## src/rtl/leaf_out_packetizer_if.sv

```systemverilog
`default_nettype none
// ============================================================================
// Module      : leaf_out_packetizer_if
// Description : Bundles the user-side payload stream and the BFT-side packet
//               ports of the leaf output packetizer.
// Revision    : 1.0 - initial release
// ============================================================================
interface leaf_out_packetizer_if #(
  parameter int PACKET_BITS  = 49,
  parameter int PAYLOAD_BITS = 32
);
  // Control traffic arriving from the BFT (config / freespace update)
  logic [PACKET_BITS-1:0]  din_leaf_bft2interface;
  // User kernel payload stream
  logic [PAYLOAD_BITS-1:0] din_leaf_user2interface;
  logic                    vld_user2interface;
  logic                    ack_interface2user;
  // Packets leaving toward the BFT output mux
  logic [PACKET_BITS-1:0]  dout_leaf_interface2bft;
  logic                    ready_bft2interface;

  // Packetizer side
  modport slave (
    input  din_leaf_bft2interface,
    input  din_leaf_user2interface,
    input  vld_user2interface,
    output ack_interface2user,
    output dout_leaf_interface2bft,
    input  ready_bft2interface
  );

  // Environment side (user kernel + BFT)
  modport master (
    output din_leaf_bft2interface,
    output din_leaf_user2interface,
    output vld_user2interface,
    input  ack_interface2user,
    input  dout_leaf_interface2bft,
    output ready_bft2interface
  );
endinterface
`default_nettype wire

```

## src/rtl/leaf_out_packetizer.sv

```systemverilog
`default_nettype none
// ============================================================================
// Module      : leaf_out_packetizer
// Description : Wraps a 32-bit user output stream into BFT packets addressed
//               to a configured (leaf, port), tracking the receiver BRAM write
//               address and credit-based flow control refilled by freespace
//               update packets.
// Revision    : 1.0 - initial release
// ============================================================================
module leaf_out_packetizer #(
  parameter int PACKET_BITS           = 49,
  parameter int PAYLOAD_BITS          = 32,
  parameter int NUM_LEAF_BITS         = 5,
  parameter int NUM_PORT_BITS         = 4,
  parameter int NUM_ADDR_BITS         = 7,
  parameter int NUM_BRAM_ADDR_BITS    = 7,
  parameter int FREESPACE_UPDATE_SIZE = 64
) (
  input  wire logic            clk,
  input  wire logic            reset,
  leaf_out_packetizer_if.slave bus,
  output logic                 configured,
  output logic                 credit_overflow
);

  // Packet field positions: [valid | leaf | port | addr | payload]
  localparam int ADDR_LSB  = PAYLOAD_BITS;
  localparam int PORT_LSB  = ADDR_LSB + NUM_ADDR_BITS;
  localparam int LEAF_LSB  = PORT_LSB + NUM_PORT_BITS;
  localparam int VALID_BIT = PACKET_BITS - 1;

  // Credit counter must hold the full receiver depth, hence one extra bit
  localparam int CREDIT_BITS = NUM_BRAM_ADDR_BITS + 1;
  localparam int SUM_BITS    = 32;

  localparam logic [CREDIT_BITS-1:0]   CREDIT_MAX   = {1'b1, {NUM_BRAM_ADDR_BITS{1'b0}}};
  localparam logic [SUM_BITS-1:0]      CREDIT_MAX_W = {{(SUM_BITS-CREDIT_BITS){1'b0}}, CREDIT_MAX};
  localparam logic [SUM_BITS-1:0]      FSU_INC      = FREESPACE_UPDATE_SIZE;
  localparam logic [NUM_ADDR_BITS-1:0] ADDR_ONE     = {{(NUM_ADDR_BITS-1){1'b0}}, 1'b1};

  localparam logic [2:0] OP_CONFIG = 3'b001;
  localparam logic [2:0] OP_FSU    = 3'b010;

  typedef enum logic [0:0] {
    ST_IDLE = 1'b0,
    ST_RUN  = 1'b1
  } state_t;

  state_t                    state;
  logic [NUM_LEAF_BITS-1:0]  dest_leaf;
  logic [NUM_PORT_BITS-1:0]  dest_port;
  logic [NUM_ADDR_BITS-1:0]  wr_addr;
  logic [CREDIT_BITS-1:0]    credit;
  logic [PACKET_BITS-1:0]    out_pkt;

  logic                      out_valid;
  logic                      is_ctrl;
  logic [2:0]                opcode;
  logic                      cfg_hit;
  logic                      fsu_hit;
  logic                      xfer;
  logic [SUM_BITS-1:0]       credit_sum;
  logic                      credit_sat;
  logic [PACKET_BITS-1:0]    new_pkt;

  // The held packet is valid exactly when its valid bit is set; an empty
  // register is all-zero, so no separate flag is needed.
  assign out_valid = out_pkt[VALID_BIT];

  // Decode incoming control traffic and compute next-credit arithmetic
  always_comb begin
    is_ctrl = bus.din_leaf_bft2interface[VALID_BIT]
            & (bus.din_leaf_bft2interface[PORT_LSB +: NUM_PORT_BITS] == '0);
    opcode  = bus.din_leaf_bft2interface[PAYLOAD_BITS-1 -: 3];
    // A config naming port 0 would target the control port itself; drop it
    cfg_hit = is_ctrl && (opcode == OP_CONFIG)
            && (bus.din_leaf_bft2interface[0 +: NUM_PORT_BITS] != '0);
    fsu_hit = is_ctrl && (opcode == OP_FSU);

    xfer = bus.vld_user2interface & bus.ack_interface2user;

    // Credit is nonzero whenever a transfer happens, so this never underflows
    credit_sum = {{(SUM_BITS-CREDIT_BITS){1'b0}}, credit}
               - {{(SUM_BITS-1){1'b0}}, xfer}
               + (fsu_hit ? FSU_INC : '0);
    credit_sat = (credit_sum > CREDIT_MAX_W);

    new_pkt = {1'b1, dest_leaf, dest_port, wr_addr, bus.din_leaf_user2interface};
  end

  // Accept user data only when configured, the receiver has room, and the
  // output register is empty or draining this cycle
  assign bus.ack_interface2user = configured & (credit != '0)
                                & (~out_valid | bus.ready_bft2interface);

  assign bus.dout_leaf_interface2bft = out_pkt;

  // Destination FSM, address/credit bookkeeping and the output register
  always_ff @(posedge clk) begin
    if (reset) begin
      state           <= ST_IDLE;
      configured      <= 1'b0;
      dest_leaf       <= '0;
      dest_port       <= '0;
      wr_addr         <= '0;
      credit          <= CREDIT_MAX;
      credit_overflow <= 1'b0;
      out_pkt         <= '0;
    end else begin
      case (state)
        ST_IDLE: if (cfg_hit) state <= ST_RUN;
        ST_RUN:  state <= ST_RUN;
        default: state <= ST_IDLE;
      endcase

      // A transfer in the same cycle as a config still uses the old
      // destination and address, captured here via new_pkt.
      if (xfer) begin
        out_pkt <= new_pkt;
      end else if (bus.ready_bft2interface) begin
        out_pkt <= '0;
      end

      if (cfg_hit) begin
        configured <= 1'b1;
        dest_leaf  <= bus.din_leaf_bft2interface[NUM_PORT_BITS +: NUM_LEAF_BITS];
        dest_port  <= bus.din_leaf_bft2interface[0 +: NUM_PORT_BITS];
        wr_addr    <= '0;
        credit     <= CREDIT_MAX;
      end else begin
        if (xfer) wr_addr <= wr_addr + ADDR_ONE;
        if (credit_sat) begin
          credit          <= CREDIT_MAX;
          credit_overflow <= 1'b1;
        end else begin
          credit <= credit_sum[CREDIT_BITS-1:0];
        end
      end
    end
  end

  // Field offsets kept for readability of the packet layout
  logic unused_fields;
  assign unused_fields = ^{LEAF_LSB[0], ADDR_LSB[0]};

endmodule
`default_nettype wire

```

## src/flat_wrapper.sv

```systemverilog
// flat-port wrapper written by rule: the top's interface ports become plain ports
module leaf_out_packetizer_flat 
#(
  parameter int PACKET_BITS           = 49,
  parameter int PAYLOAD_BITS          = 32,
  parameter int NUM_LEAF_BITS         = 5,
  parameter int NUM_PORT_BITS         = 4,
  parameter int NUM_ADDR_BITS         = 7,
  parameter int NUM_BRAM_ADDR_BITS    = 7,
  parameter int FREESPACE_UPDATE_SIZE = 64
)
  (clk, reset, configured, credit_overflow, bus_din_leaf_bft2interface, bus_din_leaf_user2interface, bus_vld_user2interface, bus_ack_interface2user, bus_dout_leaf_interface2bft, bus_ready_bft2interface);
  leaf_out_packetizer_if #(.PACKET_BITS(PACKET_BITS), .PAYLOAD_BITS(PAYLOAD_BITS)) bus_i ();
  input  wire logic clk;
  input  wire logic reset;
  output logic configured;
  output logic credit_overflow;
  input wire logic [$bits(bus_i.din_leaf_bft2interface)-1:0] bus_din_leaf_bft2interface;
  input wire logic [$bits(bus_i.din_leaf_user2interface)-1:0] bus_din_leaf_user2interface;
  input wire logic [$bits(bus_i.vld_user2interface)-1:0] bus_vld_user2interface;
  output wire logic [$bits(bus_i.ack_interface2user)-1:0] bus_ack_interface2user;
  output wire logic [$bits(bus_i.dout_leaf_interface2bft)-1:0] bus_dout_leaf_interface2bft;
  input wire logic [$bits(bus_i.ready_bft2interface)-1:0] bus_ready_bft2interface;
  assign bus_i.din_leaf_bft2interface = bus_din_leaf_bft2interface;
  assign bus_i.din_leaf_user2interface = bus_din_leaf_user2interface;
  assign bus_i.vld_user2interface = bus_vld_user2interface;
  assign bus_ack_interface2user = bus_i.ack_interface2user;
  assign bus_dout_leaf_interface2bft = bus_i.dout_leaf_interface2bft;
  assign bus_i.ready_bft2interface = bus_ready_bft2interface;
  leaf_out_packetizer #(.PACKET_BITS(PACKET_BITS), .PAYLOAD_BITS(PAYLOAD_BITS), .NUM_LEAF_BITS(NUM_LEAF_BITS), .NUM_PORT_BITS(NUM_PORT_BITS), .NUM_ADDR_BITS(NUM_ADDR_BITS), .NUM_BRAM_ADDR_BITS(NUM_BRAM_ADDR_BITS), .FREESPACE_UPDATE_SIZE(FREESPACE_UPDATE_SIZE)) u_core (.clk(clk), .reset(reset), .bus(bus_i), .configured(configured), .credit_overflow(credit_overflow));
endmodule
```

## config.mk

```make
export PLATFORM = sky130hd
export DESIGN_NAME = leaf_out_packetizer_flat
export DESIGN_NICKNAME = d
export VERILOG_FILES = /design/src/rtl/leaf_out_packetizer_if.sv /design/src/rtl/leaf_out_packetizer.sv /design/src/flat_wrapper.sv
export SDC_FILE = /design/constraint.sdc
export NUM_CORES = 1
export LEC_CHECK = 0
export CAP_MARGIN = 20
export CORE_ASPECT_RATIO = 1.5
export CORE_MARGIN = 2
export CORE_UTILIZATION = 46
export DETAILED_ROUTE_END_ITERATION = 8
export DONT_BUFFER_PORTS = 1
export PLACE_DENSITY_LB_ADDON = 0.3
export RECOVER_POWER = 100
export SLEW_MARGIN = 20
export SYNTH_ARGS = -nofsm -noshare
export SYNTH_HDL_FRONTEND = slang
export SYNTH_SLANG_ARGS = --single-unit
export TNS_END_PERCENT = 30
```

## constraint.sdc

```tcl
create_clock -name clk -period 4.5 [get_ports clk]
set_input_delay 0.45 -clock clk [delete_from_list [all_inputs] [get_ports clk]]
set_output_delay 0.45 -clock clk [all_outputs]
set_load 0.03 [all_outputs]
```

* Word level (Yosys, flattened, before mapping) *
Cells that the tools add are included.

word-level totals
  output and inout port bits = 52
  bits of input ports = 85
  flip-flop bits (word level) = 75

operators by class
  bitwise operators = 7
  add/subtract/negate cells = 3
  order comparisons = 1
  reductions and logical operators = 10
  multiplexer cells = 3
  eq/ne operators = 2

operators by type and width
  cell                   count
  $mux W49               2
  $add A32 B32 Y32       1
  $gt A32 B8 Y1 const B  1
  $sub A8 B1 Y9          1
  $reduce_bool A8 Y1     1
  $add A7 B1 Y7 const B  1
  $mux W7                1
  $and A1 B1 Y1          4
  $logic_not A4 Y1       1
  $reduce_bool A4 Y1     1
  $eq A3 B1 Y1 const B   1
  $eq A3 B2 Y1 const B   1
  $logic_and A1 B1 Y1    3
  $reduce_or A3 Y1       1
  $not A1 Y1             2
  $reduce_and A2 Y1      1
  $reduce_bool A2 Y1     1
  $reduce_or A2 Y1       1
  $or A1 B1 Y1           1

* Depth between registers and ports, before layout *
  depth in word-level cells = 8
  gate-level depth with buffers = 20

* Least setup slack after synthesis *
Ideal clock, no wire load.

  path kind = input-to-reg
  start = input port bus_ready_bft2interface
  end = register u_core.credit[4]
  data required time = 4,411 ps
  path slack = 806 ps
  stages on the path = 16
  arrival time = 3,605 ps
  path through = nand2b_1 -> and3_1 -> clkbuf_1 -> buf_1 -> nand2_1 -> inv_1 -> ha_1 -> or4b_1 -> nor4_1 -> xor2_1 -> ha_1 -> inv_1 -> ha_1 -> nor4b_1 -> nand3b_1 -> nor4_2

between the ends
  word-level cells in the longest chain between the ends = 7

ends and longest elaborated chain
  element                     RTL line                    source
  start, declared             flat_wrapper.sv:23          input wire logic [$bits(bus_i.ready_bft2interface)-1:0] bus_ready_bft2interface;
  $or A1 B1 Y1 *              leaf_out_packetizer.sv:94   & (~out_valid | bus.ready_bft2interface);
  $and A1 B1 Y1 *             leaf_out_packetizer.sv:94
  $and A1 B1 Y1 *             leaf_out_packetizer.sv:80   xfer = bus.vld_user2interface & bus.ack_interface2user;
  via u_core.xfer             leaf_out_packetizer.sv:61   logic xfer;
  $sub A8 B1 Y9 *             leaf_out_packetizer.sv:84   - {{(SUM_BITS-1){1'b0}}, xfer}
  $add A32 B32 Y32 *          leaf_out_packetizer.sv:85   + (fsu_hit ? FSU_INC : '0);
  $gt A32 B8 Y1               leaf_out_packetizer.sv:86   credit_sat = (credit_sum > CREDIT_MAX_W);
  $reduce_or A3 Y1 (no line)  --
  end signal, assigned        leaf_out_packetizer.sv:136  credit <= credit_sum[CREDIT_BITS-1:0];
  end, declared               leaf_out_packetizer.sv:53   logic [CREDIT_BITS-1:0] credit;

Mark *: on every way through the listed nets, which the timed path passes. The rest lies on a longest branch.
A chain may end at the register's enable or synchronous reset.

* Final worst setup path *
  start = register u_core.credit[5]
  end = register u_core.credit[5]

between the ends
  word-level cells in the longest chain between the ends = 8

ends and longest elaborated chain
  element                     RTL line                   source
  $reduce_bool A8 Y1 *        leaf_out_packetizer.sv:93  assign bus.ack_interface2user = configured & (credit != '0)
  $and A1 B1 Y1 *             leaf_out_packetizer.sv:93
  $and A1 B1 Y1 *             leaf_out_packetizer.sv:94
  $and A1 B1 Y1 *             leaf_out_packetizer.sv:80
  via u_core.xfer             leaf_out_packetizer.sv:61
  $sub A8 B1 Y9 *             leaf_out_packetizer.sv:84
  $add A32 B32 Y32 *          leaf_out_packetizer.sv:85
  $gt A32 B8 Y1               leaf_out_packetizer.sv:86
  $reduce_or A3 Y1 (no line)  --

Marked as above.

==> results.yml <==
run_status:
  status: "finished with violations"
  violations: "max-capacitance violations, max-slew violations"
worst_setup_path:
  cpMostUsedCell: "ha_1"
  worstSetupStartpointType: "flip-flop"
  max_stage_delay_ns: 0.66
  path_max_fanout: 8
  path_buf_inv: 4
  cp_slowest_cell: "or4_2"
  end_kind: "flip-flop"
  cp_top_family: "simple AND/OR/NAND/NOR gates"
  worstPathArrival_ns: 4.28
  required_ns: 4.72
  path_cells: "or4_1, or4_2, nand2_1, inv_1, ha_1, ha_1, inv_1, nor2_1, nand2_1, xnor2_1, ha_1, ha_1, inv_1, ha_1, nor4b_1, nand3b_1, buf_4, nor4_1"
  crit_type: "reg2reg"
drt:
  drtPass1Iterations: 4
  vias: 2932
  drtIter0Drc: 176
  drt-wirelength-per-cell_um: 16.43
  drt_wl_total_mm: 8.344
  drtAntennaViolNets: 0
  vias_per_cell: 5.772
  drcViolationCount: 0
global_route:
  grt_overflow: 0
  grt.total_usage_pct: 19.77
  grt_pass1_vias: 2912
  antenna_found_initial: 0
  grt_pass1_wl_mm: 13.70
  grt_max_degree: 65
final_layout:
  fin_area_um2: 3766
  syn_to_final_growth_pct: 5.466
  antenna_cells: 0
  drive_gt1_share_pct: 7.635
  nNetsFinal: 496
yosys:
  synth-warning-count: 0
  post-synth-top-area-fraction_pct: 42.05
  syn-num-nets: 519
  synth.ff_latch_count: 75
  synth_area_leaders: "dfxtp_1 (42%), nor2b_1 (8.6%), nand3_1 (7.4%)"
  synth_compound_area_share_pct: 17.13
  synthXorXnorAreaFrac_pct: 1.226
  synth_top_family_by_area: "simple AND/OR/NAND/NOR gates"
  synthSimpleGateAreaFrac_pct: 26.59
  syn-instance-count: 425
  avgSynthCellArea_um2: 8.402
  ys_seq_area_share_pct: 42.05
  synth_adder_area_share_pct: 3.153
  synth_cell_types: 39
  yosys.area.top_type: "dfxtp_1"
  synthesis.area_um2: 3571
  synth.area.mux_share_pct: 3.083
floorplanning:
  io_pins: 137
  die_h_um: 111.9
  die_w_um: 75.94
  coreArea_um2: 7564
  start_util_pct: 47.21
  die_area_um2: 8498
  rows: 39
sta:
  setup_viol: 0
  clock_skew_ns: 0.006397
  rsz0062_at_grt: "no"
  period_share_pct: 90.08
  period_needed_ns: 4.054
  hold_slack_ns: 0.1809
  tns_ns: 0
  worstMarginPinSlew_ns: 2.238
  max_slew_margin_pct: -49.20
  fmax_mhz: 246.7
  slew_viol_final: 60
  hold_viol_final: 0
power_and_ir_drop:
  peakVddDrop_mv: 0.2338
  clkPwrFrac_pct: 48.1
  p_switching_w: 0.0002713
  power.share.sequential_pct: 51.0
  internal_power_w: 0.001038
  p_comb_share_pct: 0.9
  power.density_nw_per_um2: 347.5
  p_leak_nw: 1.225
  swShare_pct: 20.73
  finalPower_w: 0.001309
clock_network:
  cts_sinks: 75
  clk_pin_slew_ns: 0.06
  cts_buffer_depth: 2
  root_buffer: "clkbuf_16"
  cts_htree_levels: 3
  cts_tree: "done"
  insertion_delay_ns: 0.33
  cts-buffers-inserted: 9
worst_hold_path:
  min_path_type: "in2reg"
run:
  drv_cap: 1
placement:
  io_buffers: 0
  post-dp-hpwl_mm: 5.059
  gp_congestion: 0.8238
  placed_area_um2: 3533
[timing repair]
item | in CTS | in global routing
hold buffers | 0 | 0
setup endpoints to repair | 0 | 1
buffers inserted | 0 | 1
gates resized for setup | 0 | 0
[worst paths after layout]
kind                                                               end  slack [ns]           startpoint  cells past startpoint
worst max register to register                        u_core.credit[5]        0.45     u_core.credit[5]                     18
worst min-delay path            u_core.bus.dout_leaf_interface2bft[20]        0.18                reset                      1
worst min register to register  u_core.bus.dout_leaf_interface2bft[43]        0.47  u_core.dest_leaf[0]                      2
worst max-delay path                                  u_core.credit[5]        0.45     u_core.credit[5]                     18
[flip-flops by register name (all words and copies together), names as in the netlist]
register and count:
u_core.wr_addr 7, u_core.configured 1, u_core.bus.dout_leaf_interface2bft 49, u_core.dest_leaf 5, u_core.credit 8, u_core.credit_overflow 1
u_core.dest_port 4
[layer usage]
metal	vias up	global-route usage, %	wire length [um]
met5	-	0	0
met4	0	6.909	95
met3	7	6.240	469
met2	88	35.65	4380
met1	1395	21.82	3398
li1	1442	-	-
[worst register-to-register path: stages, from the launching register on]
cell	delay [ns]
dfxtp_1	0.36
or4_1	0.55
or4_2	0.66
nand2_1	0.12
inv_1	0.05
ha_1	0.20
ha_1	0.21
inv_1	0.07
nor2_1	0.06
nand2_1	0.08
xnor2_1	0.13
ha_1	0.20
ha_1	0.14
inv_1	0.05
ha_1	0.26
nor4b_1	0.24
nand3b_1	0.11
buf_4	0.18
nor4_1	0.29
[power by group through the flow]
stage | clock network [W] | logic (W) | registers [W]
floorplan | 0 | 0.0000236 | 0.000681
global route | 0.000675 | 0.0000130 | 0.000667
finish | 0.000630 | 0.0000116 | 0.000667
global placement | 0 | 0.0000116 | 0.000682
CTS | 0.000651 | 0.0000120 | 0.000667
detailed placement | 0 | 0.0000120 | 0.000682
[cell families after synthesis]
logic type                 after synthesis
DFF                                     75
xor gates and xnor gates                 5
AOI/OAI and AO/OA                      111
muxes                                   11
and+or+nand+nor                        167
buffers and inverters                   47
adders and majority gates                9
[cells in the final DEF (no fill, tap or decap), types with 5 or more instances in the layout]
cell | netlist | routed
a21oi_2 | 9 | 9
dfxtp_1 | 75 | 75
nand3_1 | 53 | 52
nor2b_1 | 49 | 49
nand2b_1 | 6 | 6
nand2_1 | 11 | 11
ha_1 | 9 | 9
nor2_1 | 16 | 16
clkbuf_16 | 0 | 9
inv_1 | 8 | 8
mux2i_1 | 11 | 11
o21ai_0 | 41 | 51
a21oi_1 | 45 | 45
nor4_1 | 7 | 9
or4_1 | 5 | 5
[cells in the mapped netlist, drive strengths merged]
cell type / n
buf: 15
nand3b: 1
and4: 2
or4: 6
nand3: 53
nor2: 16
nor2b: 49
o31ai: 3
nor4b: 2
inv: 8
xnor2: 3
or4b: 1
or3: 2
xor2: 2
nand2b: 6
ha: 9
clkbuf: 24
mux2i: 11
a21oi: 54
nor3: 3
or2: 2
dfxtp: 75
nor4: 9
o21ai: 51
a41oi: 2
and3: 3
o221ai: 1
and4b: 1
nand2: 11
[final cells by class]
type,count,area (um2)
fill,725,3797
multi-input combinational,303,1815
sequential,75,1501
clock buffer,10,229.0
tap,102,127.6
clock inverter,5,31.28
timing repair buffer,5,31.28
inverter,8,30.03
[stage by stage]
step / cells / util [%] / setup slack [ns]
after global routing: 508 / 49.79 / 0.1235
after CTS: 507 / 50.16 / 0.2774
after global placement: 492 / 46.72 / 0.4047
final: 508 / 49.79 / 0.4464
after detailed placement: 492 / 46.72 / 0.3421
after floorplan: 425 / - / 0.8061
Note: power is estimated with default switching activity, not from simulation.
